--- src/rtl/hw_sw_csr_bank.sv ---
// Avalon-style CSR bank between the HPS bridge and switch core: control word,
// per-port metadata FIFOs, egress capture registers and a maskable sticky irq.
module hw_sw_csr_bank #(
  parameter int unsigned DATA_W     = 32,
  parameter int unsigned NUM_PORTS  = 4,
  parameter int unsigned META_DEPTH = 8,
  parameter int unsigned ADDR_W     = 4
) (
  input  logic                          clk,
  input  logic                          reset,
  input  logic                          chipselect,
  input  logic                          write,
  input  logic                          read,
  input  logic [ADDR_W-1:0]             address,
  input  logic [DATA_W-1:0]             writedata,
  output logic [DATA_W-1:0]             readdata,
  output logic [DATA_W-1:0]             ctrl,
  output logic [NUM_PORTS-1:0]          meta_valid,
  output logic [NUM_PORTS*DATA_W-1:0]   meta_data,
  input  logic [NUM_PORTS-1:0]          meta_ready,
  input  logic [NUM_PORTS-1:0]          egr_valid,
  input  logic [NUM_PORTS*DATA_W-1:0]   egr_data,
  output logic [NUM_PORTS-1:0]          egr_ready,
  output logic                          irq
);

  localparam int unsigned PTR_W  = $clog2(META_DEPTH);
  localparam int unsigned LVL_W  = PTR_W + 1;
  localparam int unsigned IRQ_W  = 8;
  localparam int unsigned A_META = 4;
  localparam int unsigned A_EGR  = 8;

  localparam logic [ADDR_W-1:0] A_CTRL     = ADDR_W'(0);
  localparam logic [ADDR_W-1:0] A_STATUS   = ADDR_W'(1);
  localparam logic [ADDR_W-1:0] A_IRQ_STAT = ADDR_W'(2);
  localparam logic [ADDR_W-1:0] A_IRQ_MASK = ADDR_W'(3);

  logic wr_en, rd_en, flush;

  logic [DATA_W-1:0] ctrl_q, ctrl_d;
  logic [DATA_W-1:0] readdata_q, readdata_d;
  logic [IRQ_W-1:0]  irq_stat_q, irq_stat_d;
  logic [IRQ_W-1:0]  irq_mask_q, irq_mask_d;
  logic [IRQ_W-1:0]  irq_set, irq_clr;
  logic              irq_q, irq_d;

  logic [DATA_W-1:0] mem_q    [NUM_PORTS][META_DEPTH];
  logic [PTR_W-1:0]  wr_ptr_q [NUM_PORTS];
  logic [PTR_W-1:0]  wr_ptr_d [NUM_PORTS];
  logic [PTR_W-1:0]  rd_ptr_q [NUM_PORTS];
  logic [PTR_W-1:0]  rd_ptr_d [NUM_PORTS];
  logic [LVL_W-1:0]  count_q  [NUM_PORTS];
  logic [LVL_W-1:0]  count_d  [NUM_PORTS];
  logic [NUM_PORTS-1:0] full, empty, push, pop, ovf;

  logic [NUM_PORTS-1:0] held_q, held_d, cap, egr_pop;
  logic [DATA_W-1:0]    egr_q [NUM_PORTS];
  logic [DATA_W-1:0]    egr_d [NUM_PORTS];

  assign wr_en = chipselect & write;
  assign rd_en = chipselect & read;
  assign flush = wr_en && (address == A_CTRL) && writedata[DATA_W-1];

  assign ctrl       = ctrl_q;
  assign readdata   = readdata_q;
  assign irq        = irq_q;
  assign meta_valid = ~empty;
  assign egr_ready  = ~held_q & {NUM_PORTS{reset}};

  // Metadata FIFOs: fullness judged on pre-cycle occupancy, flush wins over all
  always_comb begin
    meta_data = '0;
    for (int p = 0; p < NUM_PORTS; p++) begin
      full[p]  = (count_q[p] == LVL_W'(META_DEPTH));
      empty[p] = (count_q[p] == '0);
      push[p]  = wr_en && (address == ADDR_W'(A_META + p)) && !full[p] && !flush;
      ovf[p]   = wr_en && (address == ADDR_W'(A_META + p)) && full[p];
      pop[p]   = !empty[p] && meta_ready[p];
      meta_data[p*DATA_W +: DATA_W] = mem_q[p][rd_ptr_q[p]];
      wr_ptr_d[p] = wr_ptr_q[p] + PTR_W'(push[p]);
      rd_ptr_d[p] = rd_ptr_q[p] + PTR_W'(pop[p]);
      count_d[p]  = count_q[p] + LVL_W'(push[p]) - LVL_W'(pop[p]);
      if (flush) begin
        wr_ptr_d[p] = '0;
        rd_ptr_d[p] = '0;
        count_d[p]  = '0;
      end
    end
  end

  always_ff @(posedge clk) begin
    for (int p = 0; p < NUM_PORTS; p++) begin
      if (push[p]) mem_q[p][wr_ptr_q[p]] <= writedata;
    end
  end

  // Egress capture: a held word is released only by a read of its EGR address
  always_comb begin
    for (int p = 0; p < NUM_PORTS; p++) begin
      cap[p]     = egr_valid[p] && egr_ready[p];
      egr_pop[p] = rd_en && (address == ADDR_W'(A_EGR + p)) && held_q[p];
      held_d[p]  = held_q[p];
      egr_d[p]   = egr_q[p];
      if (cap[p]) begin
        held_d[p] = 1'b1;
        egr_d[p]  = egr_data[p*DATA_W +: DATA_W];
      end else if (egr_pop[p]) begin
        held_d[p] = 1'b0;
      end
    end
  end

  // Control, mask and sticky status; a same-cycle set beats a W1C clear
  always_comb begin
    irq_set    = {4'(ovf), 4'(cap)};
    irq_clr    = (wr_en && (address == A_IRQ_STAT)) ? writedata[IRQ_W-1:0] : '0;
    irq_stat_d = (irq_stat_q & ~irq_clr) | irq_set;
    irq_mask_d = (wr_en && (address == A_IRQ_MASK)) ? writedata[IRQ_W-1:0] : irq_mask_q;
    ctrl_d     = (wr_en && (address == A_CTRL)) ? {1'b0, writedata[DATA_W-2:0]} : ctrl_q;
    irq_d      = |(irq_stat_q & irq_mask_q);
  end

  // Read mux observes pre-write state; readdata holds between reads
  always_comb begin
    readdata_d = readdata_q;
    if (rd_en) begin
      readdata_d = '0;
      case (address)
        A_CTRL:     readdata_d = ctrl_q;
        A_STATUS:   readdata_d = DATA_W'({4'(held_q), 4'(empty), 4'(full)});
        A_IRQ_STAT: readdata_d = DATA_W'(irq_stat_q);
        A_IRQ_MASK: readdata_d = DATA_W'(irq_mask_q);
        default:    ;
      endcase
      for (int p = 0; p < NUM_PORTS; p++) begin
        if (address == ADDR_W'(A_META + p)) readdata_d = DATA_W'(count_q[p]);
        if ((address == ADDR_W'(A_EGR + p)) && held_q[p]) readdata_d = egr_q[p];
      end
    end
  end

  always_ff @(posedge clk) begin
    if (!reset) begin
      ctrl_q     <= '0;
      readdata_q <= '0;
      irq_stat_q <= '0;
      irq_mask_q <= '0;
      irq_q      <= 1'b0;
      held_q     <= '0;
      for (int p = 0; p < NUM_PORTS; p++) begin
        wr_ptr_q[p] <= '0;
        rd_ptr_q[p] <= '0;
        count_q[p]  <= '0;
        egr_q[p]    <= '0;
      end
    end else begin
      ctrl_q     <= ctrl_d;
      readdata_q <= readdata_d;
      irq_stat_q <= irq_stat_d;
      irq_mask_q <= irq_mask_d;
      irq_q      <= irq_d;
      held_q     <= held_d;
      for (int p = 0; p < NUM_PORTS; p++) begin
        wr_ptr_q[p] <= wr_ptr_d[p];
        rd_ptr_q[p] <= rd_ptr_d[p];
        count_q[p]  <= count_d[p];
        egr_q[p]    <= egr_d[p];
      end
    end
  end

endmodule
--- config.mk ---
export PLATFORM = sky130hd
export DESIGN_NAME = hw_sw_csr_bank
export DESIGN_NICKNAME = d
export VERILOG_FILES = /design/src/rtl/hw_sw_csr_bank.sv
export SDC_FILE = /design/constraint.sdc
export NUM_CORES = 1
export LEC_CHECK = 0
export ABC_CLOCK_PERIOD_IN_PS = 5000
export CORE_ASPECT_RATIO = 0.8
export CORE_MARGIN = 2
export CORE_UTILIZATION = 50
export DETAILED_ROUTE_END_ITERATION = 7
export PLACE_DENSITY = 0.7
export SLEW_MARGIN = 20
export SYNTH_ARGS = -nofsm -noshare
export SYNTH_HDL_FRONTEND = slang
export SYNTH_SLANG_ARGS = --single-unit
--- constraint.sdc ---
create_clock -name clk -period 5 [get_ports clk]
set_input_delay 0.5 -clock clk [delete_from_list [all_inputs] [get_ports clk]]
set_output_delay 0.5 -clock clk [all_outputs]
set_load 0.01 [all_outputs]
==> flow_metrics.env, run 1 <==
export IMPL_final_setup_tns_ps=0
export IMPL_grt_overflow=0
export IMPL_netSwitchingPower_mw=6.516
export IMPL_pwr_share_seq_pct=46.9
export IMPL_drive_above_1_share_pct=21.80
export IMPL_power_density_nw_per_um2=442.6
export IMPL_fmax_ghz=0.2555
export IMPL_first_iter_violations=2848
export IMPL_synth_top_area_share_pct=62.07
export IMPL_yosysSeqAreaShare_pct=72.25
export IMPL_vias=27420
export IMPL_cts_tree="done"
export IMPL_clk_pin_slew_worst_paths_ps=60
export IMPL_synth_edf_count=1024
export IMPL_synthCells=2828
export IMPL_die_h_um=285.5
export IMPL_io_buffer_count=376
export IMPL_hold_viol=0
export IMPL_synthToLayoutAreaGrowth_pct=18.62
export IMPL_cts_sink_count=1276
export IMPL_syn_area_um2=49540
export IMPL_ys_seq_elements=1276
export IMPL_p_leak_nw=18.74
export IMPL_crit_path_end_kind="output pin"
export IMPL_viasPerCell=5.879
export IMPL_postCtsSetupBuffers=0
export IMPL_clkPwrFrac_pct=34.0
export IMPL_synth_cell_type_count=73
export IMPL_cts_buffers=116
export IMPL_fp_dieW_um=355.9
export IMPL_hold_path_class="primary input to flop"
export IMPL_io_pins=378
export IMPL_gr_usage_all_layers_pct=24.29
export IMPL_start_util_pct=50.32
export IMPL_crit_arrival_ps=3410
export IMPL_slew_violations=0
export IMPL_grt_max_degree=89
export IMPL_rows=103
export IMPL_hpwl_um=76350
export IMPL_finClkSkew_ps=49.19
export IMPL_grt_pass1_vias=28050
export IMPL_cp_start_kind="flop"
export IMPL_setup_viol=0
export IMPL_ys_async_sr_fraction_pct=0
export IMPL_ir_drop_uv=294.8
export IMPL_min_period_over_period_pct=78.27
export IMPL_placed_area_um2=54910
export IMPL_antenna_found_initial=4
export IMPL_routabilityCongestion=0.9161
export IMPL_synthTopCellsByCount="edfxtp_1 (1,024), nand2_1 (363), mux4_2 (256)"
export IMPL_maxCapViolCount=0
export IMPL_yosys_area_top_type="edfxtp_1"
export IMPL_ctsHoldBuffers=0
export IMPL_clk_latency_ps=700
export IMPL_rsz0062_at_grt="false"
export IMPL_synth_area_leaders="edfxtp_1 (62%), mux4_2 (12%), dfxtp_1 (10%)"
export IMPL_htreeDepth=3
export IMPL_cts_resized=0
export IMPL_wl_per_cell_um=26.50
export IMPL_ant_nets=0
export IMPL_intPower_mw=19.50
export IMPL_preCtsSetupSlack_ps=1251
export IMPL_cp_required_ps=4500
export IMPL_path_class="flop to output pin"
export IMPL_cts_root_buf="clkbuf_16"
export IMPL_slew_headroom_pct=28.04
export IMPL_pwr_share_comb_pct=19.1
export IMPL_drc=0
export IMPL_syn_nets=3049
export IMPL_coreArea_um2=98460
export IMPL_swShare_pct=25.05
export IMPL_status="finished clean"
export IMPL_grt_pass1_wl_um=182800
export IMPL_final_area_um2=58770
export IMPL_ctsLongestPathBuffers=3
export IMPL_dieArea_um2=101600
export IMPL_setup_ws_ps=1087
export IMPL_drtPass1Iterations=6
export IMPL_crit_fanout=42
export IMPL_yosysMostFrequentCell="edfxtp_1"
export IMPL_power_total_mw=26.01
export IMPL_synth_avg_cell_area_um2=17.52
export IMPL_synth_main_ff_cell="edfxtp_1"
export IMPL_yosysWarnings=0
export IMPL_routed_wirelength_um=123600
export IMPL_finalCriticalPeriod_ps=3913
export IMPL_num_nets_final=3471
export IMPL_worstMarginPinSlew_ps=1079
-- placed cells by master (no fill, tap or decap), types with 12 or more instances in the layout --
master and count:
edfxtp_1 1024, clkdlybuf4s50_1 372, nand2_1 362, mux4_2 256, dfxtp_1 243, mux2_2 129
clkbuf_16 118, buf_4 93, o21ai_1 88, o21ai_0 78, a21oi_1 74, nor2_1 44
ha_1 40, inv_1 32, clkbuf_1 31, and2_1 29, a222oi_1 26, a31oi_1 18
nand3_1 17, clkinv_1 16, clkinv_2 16, a221oi_1 15, clkbuf_8 15, nor2_2 13
nor2_4 13, xnor2_1 12
-- final cells by class --
type / instances / area (um2)
clock buffers: 165 / 3281
well taps: 1312 / 1642
inverters: 34 / 127.6
clock inverters: 52 / 539.3
fillers: 7192 / 39690
multi-input cells: 1351 / 12850
repair buffers: 471 / 4504
diodes: 3 / 7.507
flip-flops and latches: 1276 / 35820
-- final timing paths --
check | to | cells after the start | slack [ps] | startpoint
setup / recovery | meta_data[110] | 4 | 1090 | rd_ptr_q[3][0]
setup reg to reg | mem_q[1][225] | 7 | 2330 | count_q[1][2]
hold reg to reg | egr_q[0][16] | 2 | 450 | egr_q[0][16]
hold / removal | egr_q[2][1] | 3 | 230 | reset
-- power groups by stage --
| stage | clock (mW) | combinational, mW | sequential [mW] |
|---|---|---|---|
| floorplan | 0 | 3.47 | 12.0 |
| global placement | 0 | 4.95 | 12.4 |
| finish | 8.84 | 4.98 | 12.2 |
| detailed placement | 0 | 5.03 | 12.4 |
| CTS | 8.98 | 5.06 | 12.2 |
| global route | 9.40 | 5.32 | 12.3 |
-- through the flow --
| step | cells | hold slack, ps | utilization (%) |
|---|---|---|---|
| 6_report | 4664 | 233.2 | 59.69 |
| 3_3_place_gp | 4442 | 436.2 | 55.76 |
| 3_5_place_dp | 4442 | 440.6 | 55.76 |
| 5_1_grt | 4663 | 220.0 | 59.68 |
| 4_1_cts | 4659 | 184.0 | 59.64 |
| 2_1_floorplan | 2828 | 427.8 | - |
-- logic make-up (layout without fill, tap and decap cells) --
logic type | count (synthesis) | in the layout | share of synthesized area, %
multiplexers | 396 | 396 | 14.79
AO/OA/AOI/OAI | 362 | 362 | 4.652
adder cells (fa/ha/maj) | 44 | 44 | 1.172
flip-flops | 1276 | 1276 | 72.25
buffers and inverters | 201 | 722 | 2.172
AND/OR/NAND/NOR | 532 | 532 | 4.670
other | 1 | 4 | 0.007569
XOR/XNOR | 16 | 16 | 0.2828
-- flip-flops by register name, indices dropped and copies added, names as in the netlist --
register and cells:
held_q 4, readdata 32, egr_q 128, mem_q 1024
wr_ptr_q 12, ctrl 31, rd_ptr_q 12, count_q 16
irq_stat_q 8, irq 1, irq_mask_q 8
-- worst max-delay path, stage by stage (launching register included) --
cell	delay, ps
dfxtp_4	910
buf_4	420
mux4_2	580
mux2_2	310
clkdlybuf4s50_1	490
-- metal layers --
| layer | up-vias | global-route usage, % | wire [um] |
|---|---|---|---|
| li1 | 11900 | - | - |
| met1 | 14170 | 34.37 | 50460 |
| met2 | 1176 | 38.83 | 59750 |
| met3 | 178 | 5.263 | 10830 |
| met4 | 0 | 5.897 | 2550 |
| met5 | - | 0 | 0 |
No activity file was read; power rests on OpenSTA's default activity.
==> inputs of run 2 (changes only) <==
--- a/config.mk
+++ b/config.mk
@@ -5,12 +5,12 @@
 export SDC_FILE = /design/constraint.sdc
 export NUM_CORES = 1
 export LEC_CHECK = 0
-export ABC_CLOCK_PERIOD_IN_PS = 5000
+export ABC_CLOCK_PERIOD_IN_PS = 3200
 export CORE_ASPECT_RATIO = 0.8
 export CORE_MARGIN = 2
 export CORE_UTILIZATION = 50
 export DETAILED_ROUTE_END_ITERATION = 7
-export PLACE_DENSITY = 0.7
+export PLACE_DENSITY = 0.73
 export SLEW_MARGIN = 20
 export SYNTH_ARGS = -nofsm -noshare
 export SYNTH_HDL_FRONTEND = slang
==> constraint.sdc (replaced) <==
create_clock -name clk -period 3.2 [get_ports clk]
set_input_delay 0.32 -clock clk [delete_from_list [all_inputs] [get_ports clk]]
set_output_delay 0.32 -clock clk [all_outputs]
set_load 0.01 [all_outputs]
==> flow_metrics.env, run 2 (synthesized netlist as in run 1, its figures left out) <==
export IMPL_drive_above_1_share_pct=22.32
export IMPL_io_pins=378
export IMPL_grt_overflow=0
export IMPL_vias=27770
export IMPL_cts_buffers=117
export IMPL_synthToLayoutAreaGrowth_pct=20.37
export IMPL_setup_viol=0
export IMPL_largest_reg_flops=1024
export IMPL_fmax_ghz=0.3218
export IMPL_crit_arrival_ps=2790
export IMPL_worstMarginPinSlew_ps=1063
export IMPL_netSwitchingPower_mw=10.26
export IMPL_power_total_mw=41.30
export IMPL_whs_ps=82.22
export IMPL_grt_max_degree=111
export IMPL_cp_start_kind="flop"
export IMPL_antenna_found_initial=6
export IMPL_cts_tree="done"
export IMPL_viasPerCell=5.924
export IMPL_routabilityCongestion=0.9372
export IMPL_r2r_start="count_q[0][2]"
export IMPL_routed_wirelength_um=125900
export IMPL_swShare_pct=24.84
export IMPL_ctsLongestPathBuffers=3
export IMPL_coreArea_um2=98460
export IMPL_r2r_slack_ps=670
export IMPL_clkPwrFrac_pct=34.4
export IMPL_ctsHoldBuffers=0
export IMPL_cp_required_ps=2880
export IMPL_grt_pass1_wl_um=185600
export IMPL_min_period_over_period_pct=97.11
export IMPL_rr_worst_depth=11
export IMPL_slew_headroom_pct=29.14
export IMPL_htreeDepth=3
export IMPL_setup_ws_ps=92.34
export IMPL_pwr_share_seq_pct=44.9
export IMPL_ant_nets=0
export IMPL_reg2reg_to="count_q[0][3]"
export IMPL_io_buffer_count=376
export IMPL_fp_dieW_um=355.9
export IMPL_finClkSkew_ps=23.79
export IMPL_ir_drop_uv=454.2
export IMPL_status="finished clean"
export IMPL_power_density_nw_per_um2=692.5
export IMPL_finalCriticalPeriod_ps=3108
export IMPL_critPathCapture="meta_data[125]"
export IMPL_path_class="flop to output pin"
export IMPL_postCtsSetupBuffers=0
export IMPL_slew_violations=0
export IMPL_clk_pin_slew_worst_paths_ps=60
export IMPL_num_nets_final=3495
export IMPL_crit_path_end_kind="output pin"
export IMPL_layout_commonest_cell="edfxtp_1"
export IMPL_maxCapViolCount=0
export IMPL_rsz0062_at_grt="true"
export IMPL_first_iter_violations=3411
export IMPL_drc=0
export IMPL_final_cell_mix="edfxtp_1 (1,024), nand2_1 (363), clkdlybuf4s50_1 (362)"
export IMPL_p_leak_nw=19.13
export IMPL_start_util_pct=50.32
export IMPL_hold_path_class="primary input to flop"
export IMPL_startpoint="rd_ptr_q[3][0]"
export IMPL_wl_per_cell_um=26.86
export IMPL_grt_pass1_vias=28340
export IMPL_hpwl_um=78990
export IMPL_die_h_um=285.5
export IMPL_gr_usage_all_layers_pct=24.68
export IMPL_cts_sink_count=1276
export IMPL_hold_viol=0
export IMPL_pwr_share_comb_pct=20.8
export IMPL_intPower_mw=31.04
export IMPL_crit_fanout=24
export IMPL_cts_root_buf="clkbuf_16"
export IMPL_clk_latency_ps=700
export IMPL_preCtsSetupSlack_ps=242.9
export IMPL_dieArea_um2=101600
export IMPL_drtPass1Iterations=8
export IMPL_rows=103
run 2: cell types whose count changed in the layout (fill, tap and decap cells not counted), moves of 4 or more:
cell             before  now
clkdlybuf4s50_1     372  362
buf_12                2   40
nor2_4               13    8
clkbuf_1             31   23
nor2_2               13   18
clkbuf_8             15    9
dlymetal6s2s_1        0    9
buf_16                1    5
clkinv_1             16   25
bufinv_16             9   14
buf_4                93   71
clkinvlp_4            6    1
run 2: worst max-delay path: stages, from the launching register on:
cell,delay [ps]
dfxtp_4,470
buf_16,240
mux4_2,530
mux2_2,330
clkdlybuf4s50_1,490
run 2: power by group through the flow:
stage,combinational (mW),clock [mW],sequential [mW]
final,8.57,14.2,18.5
after global routing,9.19,15.1,18.5
after CTS,8.66,14.4,18.5
after detailed placement,8.59,0,18.9
after global placement,8.48,0,18.8
after floorplan,5.42,0,18.7
run 2: stage by stage:
step	std cells	setup TNS (ps)	instance area [um2]	util, %
finish	4687	0	59630	60.57
global route	4686	-1.710	59630	60.57
CTS	4685	0	59550	60.48
detailed placement	4466	0	55630	56.50
global placement	4466	0	55630	56.50
floorplan	2828	0	49560	-
run 2: worst min path at each step:
| stage | slack, ps | to | startpoint | cells past startpoint |
|---|---|---|---|---|
| floorplan | 420 | mem_q[0][0] | writedata[0] | 0 |
| global placement | 440 | egr_q[3][10] | egr_q[3][10] | 2 |
| detailed placement | 440 | egr_q[1][24] | egr_q[1][24] | 2 |
| CTS | 40 | egr_q[0][2] | reset | 3 |
| global route | 60 | egr_q[0][2] | reset | 3 |
| finish | 80 | egr_q[0][2] | reset | 3 |
run 2: routing by layer:
| layer | GRT usage (%) | wire length [um] | share of wire, % |
|---|---|---|---|
| met1 | 34.76 | 50730 | 40 |
| met2 | 40.21 | 61490 | 49 |
| met3 | 4.447 | 10620 | 8.4 |
| met4 | 6.150 | 3061 | 2.4 |
| met5 | 0 | 11 | 0.0087 |
run 2: area by class of cell:
class / count / area [um2]
Fill cell: 6929 / 38820
Sequential cell: 1276 / 35820
Multi-Input combinational cell: 1351 / 12840
Timing Repair Buffer: 494 / 5283
Clock buffer: 152 / 3213
Tap cell: 1312 / 1642
Clock inverter: 67 / 709.4
Inverter: 34 / 127.6
Antenna cell: 1 / 2.502
run 2: what timing repair did:
item | in CTS | in global routing
gates cloned | 0 | 1
gates resized for setup | 1 | 17
endpoints found under the setup margin | 1 | 26
